**src/rtl/frequency_meter.sv**
```systemverilog
// Gated frequency counter: counts rising edges of sig_in over GATE_CYCLES clk cycles.
// Define FREQMETER_SYNC_EN to pass sig_in through a 2-flop synchronizer before edge detection.
module frequency_meter #(
  parameter int GATE_CYCLES = 50000000,
  parameter int CNT_W       = 27
) (
  input  logic             clk,
  input  logic             rst,
  input  logic             en,
  input  logic             sig_in,
  output logic [CNT_W-1:0] freq_count,
  output logic             valid,
  output logic             ovf,
  output logic             busy
);

  // state | meaning
  // IDLE  | not measuring; gate and edge counters held at 0
  // GATE  | gate window running; gate_cnt walks 0..GATE_CYCLES-1
  typedef enum logic {IDLE = 1'b0, GATE = 1'b1} state_t;

  localparam int GW = (GATE_CYCLES > 1) ? $clog2(GATE_CYCLES) : 1;
  localparam logic [GW-1:0]    LAST    = GW'(GATE_CYCLES - 1);
  localparam logic [CNT_W-1:0] CNT_MAX = '1;

  state_t           state;
  logic [GW-1:0]    gate_cnt;
  logic [CNT_W-1:0] edge_cnt;
  logic             sat;
  logic             samp;
  logic             prev;
  logic             rise;
  logic             at_max;
  logic [CNT_W-1:0] edge_next;
  logic             sat_next;

`ifdef FREQMETER_SYNC_EN
  logic [1:0] sync;

  always_ff @(posedge clk) begin
    if (rst) begin
      sync <= '0;
      samp <= 1'b0;
      prev <= 1'b0;
    end else begin
      sync <= {sync[0], sig_in};
      samp <= sync[1];
      prev <= samp;
    end
  end
`else
  always_ff @(posedge clk) begin
    if (rst) begin
      samp <= 1'b0;
      prev <= 1'b0;
    end else begin
      samp <= sig_in;
      prev <= samp;
    end
  end
`endif

  assign rise      = samp & ~prev;
  assign at_max    = (edge_cnt == CNT_MAX);
  assign edge_next = (rise && !at_max) ? edge_cnt + 1'b1 : edge_cnt;
  assign sat_next  = sat | (rise & at_max);

  always_ff @(posedge clk) begin
    if (rst) begin
      state      <= IDLE;
      gate_cnt   <= '0;
      edge_cnt   <= '0;
      sat        <= 1'b0;
      freq_count <= '0;
      valid      <= 1'b0;
      ovf        <= 1'b0;
      busy       <= 1'b0;
    end else begin
      valid <= 1'b0;
      case (state)
        IDLE: begin
          gate_cnt <= '0;
          edge_cnt <= '0;
          sat      <= 1'b0;
          if (en) begin
            state <= GATE;
            busy  <= 1'b1;
          end
        end
        GATE: begin
          if (gate_cnt == LAST) begin
            // a window that reaches its last cycle always reports, even if en just fell
            freq_count <= edge_next;
            ovf        <= sat_next;
            valid      <= 1'b1;
            gate_cnt   <= '0;
            edge_cnt   <= '0;
            sat        <= 1'b0;
            if (!en) begin
              state <= IDLE;
              busy  <= 1'b0;
            end
          end else if (!en) begin
            state    <= IDLE;
            busy     <= 1'b0;
            gate_cnt <= '0;
            edge_cnt <= '0;
            sat      <= 1'b0;
          end else begin
            gate_cnt <= gate_cnt + 1'b1;
            edge_cnt <= edge_next;
            sat      <= sat_next;
          end
        end
        default: begin
          state <= IDLE;
          busy  <= 1'b0;
        end
      endcase
    end
  end

endmodule

```
**config.mk**
```make
export PLATFORM = sky130hd
export DESIGN_NAME = frequency_meter
export DESIGN_NICKNAME = d
export VERILOG_FILES = /design/src/rtl/frequency_meter.sv
export SDC_FILE = /design/constraint.sdc
export NUM_CORES = 1
export LEC_CHECK = 0
export CORE_MARGIN = 4
export CORE_UTILIZATION = 30
export CTS_BUF_LIST = sky130_fd_sc_hd__clkbuf_16
export CTS_CLUSTER_DIAMETER = 60
export CTS_CLUSTER_SIZE = 30
export DETAILED_ROUTE_END_ITERATION = 8
export PLACE_DENSITY_LB_ADDON = 0.3
export SYNTH_ARGS = -nofsm -noshare
export SYNTH_HDL_FRONTEND = slang
export SYNTH_SLANG_ARGS = --single-unit
```
**constraint.sdc**
```tcl
create_clock -name clk -period 2.2 [get_ports clk]
set_input_delay 0.44 -clock clk [delete_from_list [all_inputs] [get_ports clk]]
set_output_delay 0.44 -clock clk [all_outputs]
set_load 0.03 [all_outputs]
```
# Word-level counts from Yosys, hierarchy flattened
# Cells that the tools add are included.
# word_totals
ff_bits	87
input_bits	4
out_inout_bits	30
wordCells	41
# classes
n_addsub	2
eq_ne	4
mux	15
n_bitwise	5
reduce_logical	5
# ops
cell	n
2-to-1 mux 27 bit	3
one-hot mux 27 bit (2 select lines)	1
2-to-1 mux 26 bit	2
one-hot mux 26 bit (2 select lines)	1
adder 27 x 1 -> 27 bit (second input constant)	1
== test 27 bit (second input constant)	1
adder 26 x 1 -> 26 bit (second input constant)	1
== test 26 bit (second input constant)	1
2-to-1 mux 1 bit	6
!= test 2 bit (second input constant)	2
one-hot mux 1 bit (2 select lines)	2
AND reduction 2 bit	2
AND 1 bit	2
inverter 1 bit	2
OR reduction 2 bit	1
logical AND 1 bit	1
logical NOT 1 bit	1
bitwise OR 1 bit	1

# Logic depth before layout (Yosys ltp)
# logic_depth
depth_word	7
ltp_mapped	9
mapped_depth_nobuf	7

# Least setup slack after synthesis
# Ideal clock, no wire load.
# synth_timing
kind	register to register
startpoint	reg edge_cnt[0]
endpoint	reg freq_count[8]
setup_ns	0.143
arrival_ns	2.092
required_time_ns	2.057
setup_slack_ns	-0.035
stages_incl_launch_ff	8
n_path_buf	0
synth_period_minus_slack_ns	2.235
cell_sequence	dfxtp_1 -> ha_1 -> nand3_1 -> nor4_1 -> a21oi_1 -> and3_1 -> xnor2_1 -> a211oi_2
# synth_between
elab_chain_cells	4
elab_cells_between_ends	5
cone_classes	add/sub: 1; eq/ne: 1; mux: 1; reduce/logical: 2
# synth_rtl
item	line	rtl
start, declared	28	logic [CNT_W-1:0] edge_cnt;
start signal, assigned	111	edge_cnt <= edge_next;
branches (longest 3 deep; another with adder 27 x 1 -> 27 bit)	--	
2-to-1 mux 27 bit (*)	65	assign edge_next = (rise && !at_max) ? edge_cnt + 1'b1 : edge_cnt;
end signal, assigned	93	freq_count <= edge_next;
end, declared	11	output logic [CNT_W-1:0] freq_count,
# Every way passes the cells marked *.
# A chain may end at the register's enable or synchronous reset.

# Worst setup path in the final report
# layout_timing
startpoint	reg gate_cnt[11]
endpoint	reg freq_count[10]
# layout_between
elab_chain_cells	2
# layout_rtl
item	line	rtl
start, declared	27	logic [GW-1:0] gate_cnt;
start signal, assigned	110	gate_cnt <= gate_cnt + 1'b1;
== test 26 bit	91	if (gate_cnt == LAST) begin
AND reduction 2 bit (no line)	--	
# Every way passes these cells.

==> results_tabular.tex <==
\begin{tabular}{lr}
\hline
Metric & Value \\
\hline
\multicolumn{2}{l}{\textbf{Critical path}} \\
Type of destination of the critical path & register \\
Data required, critical path & about 2500 ps \\
Startpoint class of the critical path & register \\
Worst setup slack for register-to-register paths & -90 ps \\
Arrival time of the worst setup path & 2550 ps \\
Path type of the worst setup path & register to register \\
Worst-path fanout max & 8 \\
\multicolumn{2}{l}{\textbf{Status}} \\
Violated checks & negative setup slack \\
Result of the run & complete, but fails checks \\
\multicolumn{2}{l}{\textbf{Routing}} \\
Post-DR wirelength/cell & 12.9 µm \\
Number of vias per cell after detailed routing & 4.61 \\
First-pass iteration count of the detailed router & 4 \\
DRC violation count after routing & 0 \\
Iter 0 DRT Violations & 68 \\
Detailed-routing wirelength on met1 & 3620 µm \\
Uppermost layer routed & met4 \\
Total vias in the final route & $\sim$2900 \\
Antenna viol nets, final & 0 \\
Detailed route wirelength on metal3 & 356 µm \\
Routed met2 length & 4080 µm \\
Final wirelength & 8120 µm \\
\multicolumn{2}{l}{\textbf{Yosys}} \\
Share of synthesized cell area in and, or, nand and nor gates & 0.259 \\
Compound-Gate Fraction of Synth Area & 0.102 \\
Average size of a mapped cell & 9.55 µm² \\
Post-synth design cell area & roughly 3700 µm² \\
Synthesized netlist cell count & 389 \\
Register area share after synthesis & 0.469 \\
Flip-flop and latch count after synthesis & 87 \\
Main combinational cell family by area after synthesis & simple AND/OR/NAND/NOR gates \\
Syn\_nets & approximately 400 \\
Yosys Warn Count & 0 \\
Arithmetic-cell share of the synthesized area counting full adders, half adders and majority gates & 0.0101 \\
Distinct cells, synth & 41 \\
Xor-xnor portion of the synthesized cell area & 0.111 \\
Proportion of synthesized area in mux cells & 0.00808 \\
\multicolumn{2}{l}{\textbf{Die}} \\
Initial Utilization & 0.308 \\
I/O pin cnt & 34 \\
Die footprint & 14200 µm² \\
Core area & 12100 µm² \\
Die Y & 119 µm \\
Total number of placement rows & 40 \\
Die X & 119 µm \\
\multicolumn{2}{l}{\textbf{STA}} \\
Rel. slew slack & 0.719 \\
Number of hold violations in the final report & 0 \\
Slew at the pin closest to its max-slew limit & around 420 ps \\
Fin Hold WS & 464 ps \\
Final count of pins violating max slew & 0 \\
Final critical delay including setup and external delays & 2290 ps \\
Final number of setup-violating endpoints & 23 \\
Part of the cycle the worst path needs & 1.04 \\
Worst setup margin & -92.0 ps \\
Max Clk Rate & 0.436 GHz \\
Layout Skew & 10.4 ps \\
Unrepaired setup endpoints after global routing & true \\
\multicolumn{2}{l}{\textbf{Clock tree}} \\
CTS root buffer & clkbuf\_16 \\
H-tree depth reported by CTS & 3 \\
Clock-pin transition on the worst setup and hold timing paths & 60 ps \\
Number of buffers added to fix hold violations after cts & 0 \\
Total clock sinks & 87 \\
Clock latency at the later pin of the worst-skew pair & 340 ps \\
TritonCTS clock tree & built \\
Max Buffers Root-to-Sink & 2 \\
TritonCTS buffer count & 9 \\
\multicolumn{2}{l}{\textbf{Run}} \\
Max-cap check violation count & 0 \\
\multicolumn{2}{l}{\textbf{Final layout}} \\
Most common cell after layout, fill and taps aside & dfxtp\_1 \\
Synthesis-to-finish area growth & 35.5\% \\
Leading cell types in the layout, fill and taps excluded & 85 x dfxtp\_1, 76 x nor2\_1, 32 x clkdlybuf4s50\_1, 31 x buf\_4, 28 x xor2\_1 \\
Diodes inserted & 0 \\
Final nets & 468 \\
Final standard cell area without fillers & 5030 µm² \\
Fraction of layout instances using a drive strength above 1 & 0.239 \\
\multicolumn{2}{l}{\textbf{Power}} \\
Total power consumption of the routed design & around 3.2 mW \\
Leakage dissipation & 1.70 nW \\
Worst vdd rail ir drop & 0.376 mV \\
PwrDens & roughly 640 nW/µm² \\
\multicolumn{2}{l}{\textbf{Placed design}} \\
Final weighted congestion in routability-driven placement & 0.824 \\
Instance area after placement & 4430 µm² \\
Post-DP HPWL & 5570 µm \\
Number of buffers added on ports & 33 \\
\multicolumn{2}{l}{\textbf{Global routing}} \\
Overall overflow remaining after global route & 0 \\
Tot GR Track Use & 0.113 \\
Antenna violations before repair & 0 \\
Maximum number of pins on one net before global-route repair & 28 \\
Number of global-route vias before repair & 2780 \\
First-pass GRT wire length & 13100 µm \\
\multicolumn{2}{l}{\textbf{Min path}} \\
Worst min-delay path category & register to register \\
\hline
\end{tabular}
[per-stage QoR]
stage | utilization | TNS, ps | instances | worst slack, ps
floorplan | - | 0 | 389 | 40.1
global placement | 0.367 | -18.4 | 604 | -18.4
detailed placement | 0.367 | -300 | 604 | -55.0
CTS | 0.392 | -762 | 618 | -73.9
global route | 0.417 | -3320 | 632 | -173
finish | 0.417 | -1170 | 632 | -92.0
[layer usage]
metal	track usage	vias to the layer above
met5	0	-
met4	0.0236	0
met3	0.0432	7
met2	0.193	33
met1	0.134	1383
li1	-	1489
[repair_timing]
action / CTS / global route
cloned: 0 / 4
setup endpoints to repair: 26 / 35
gates resized for setup: 0 / 30
setup buffers: 0 / 10
pin swaps: 0 / 16
[where the power goes]
| group | internal [mW] | switching, mW |
|---|---|---|
| logic | 0.0187 | 0.0377 |
| clock network | 0.975 | 0.588 |
| registers | 1.58 | 0.00455 |
[final timing paths]
kind                      from        endpoint  cells past startpoint
setup / recovery  gate_cnt[11]  freq_count[10]                      8
hold / removal     gate_cnt[0]     gate_cnt[0]                      1
setup reg to reg  gate_cnt[11]  freq_count[10]                      8
hold reg to reg    gate_cnt[0]     gate_cnt[0]                      1
[synthesized netlist by cell type]
master	number	area [µm²]
a2111oi_0	1	8.76
a211oi_1	3	22.5
a211oi_2	24	300
a21oi_1	3	15.0
a31oi_1	1	6.26
a41oi_1	3	26.3
and2_0	1	6.26
and2_1	1	6.26
and2_4	1	8.76
and3_1	12	75.1
and4_1	7	61.3
and4bb_2	1	12.5
buf_1	1	3.75
buf_12	2	40.0
buf_2	6	30.0
buf_4	2	15.0
buf_8	2	30.0
clkbuf_1	5	18.8
clkbuf_2	1	5.00
dfxtp_1	87	1740
ha_1	3	37.5
inv_1	3	11.3
mux2i_1	3	30.0
nand2_1	22	82.6
nand2b_1	1	6.26
nand3_1	18	90.1
nand4_1	15	93.8
nor2_1	80	300
nor2_2	4	25.0
nor2b_1	6	37.5
nor3_1	7	35.0
nor3_2	1	10.0
nor3b_1	2	15.0
nor4_1	8	50.1
nor4b_1	1	8.76
or3b_2	1	8.76
or4_1	1	7.51
or4_4	1	11.3
or4b_1	1	10.0
xnor2_1	16	140
xor2_1	31	272
[state kept, by name, summed over array words and instances (netlist names)]
signal and count:
edge_cnt 27, state 1, samp 1, sat 1, gate_cnt 26, freq_count 27, ovf 1, busy 1
valid 1, prev 1
[cell type report]
| class | count | area, µm² |
|---|---|---|
| fill | 1215 | 7030 |
| multi-input combinational | 280 | 1930 |
| sequential | 87 | 1740 |
| timing repair buffer | 80 | 840 |
| clock buffer | 9 | 225 |
| tap | 168 | 210 |
| clock inverter | 5 | 76.3 |
| inverter | 3 | 11.3 |
[cells by family (layout without fill, tap and decap cells)]
| kind of cell | Yosys count | count (layout) |
|---|---|---|
| simple gates | 192 | 192 |
| flops | 87 | 87 |
| xor+xnor | 47 | 47 |
| compound gates | 35 | 35 |
| buf+inv | 22 | 97 |
| fa+ha+maj | 3 | 3 |
| mux | 3 | 3 |
[critical path: stages (launching register included)]
cell       delay (ps)
dfxtp_2           320
or4b_1            510
or4_4             450
nor3_4            220
and2_4            210
buf_12            160
clkbuf_16         170
nor2_2             40
a211oi_2          140
No activity file was read; power rests on OpenSTA's default activity.
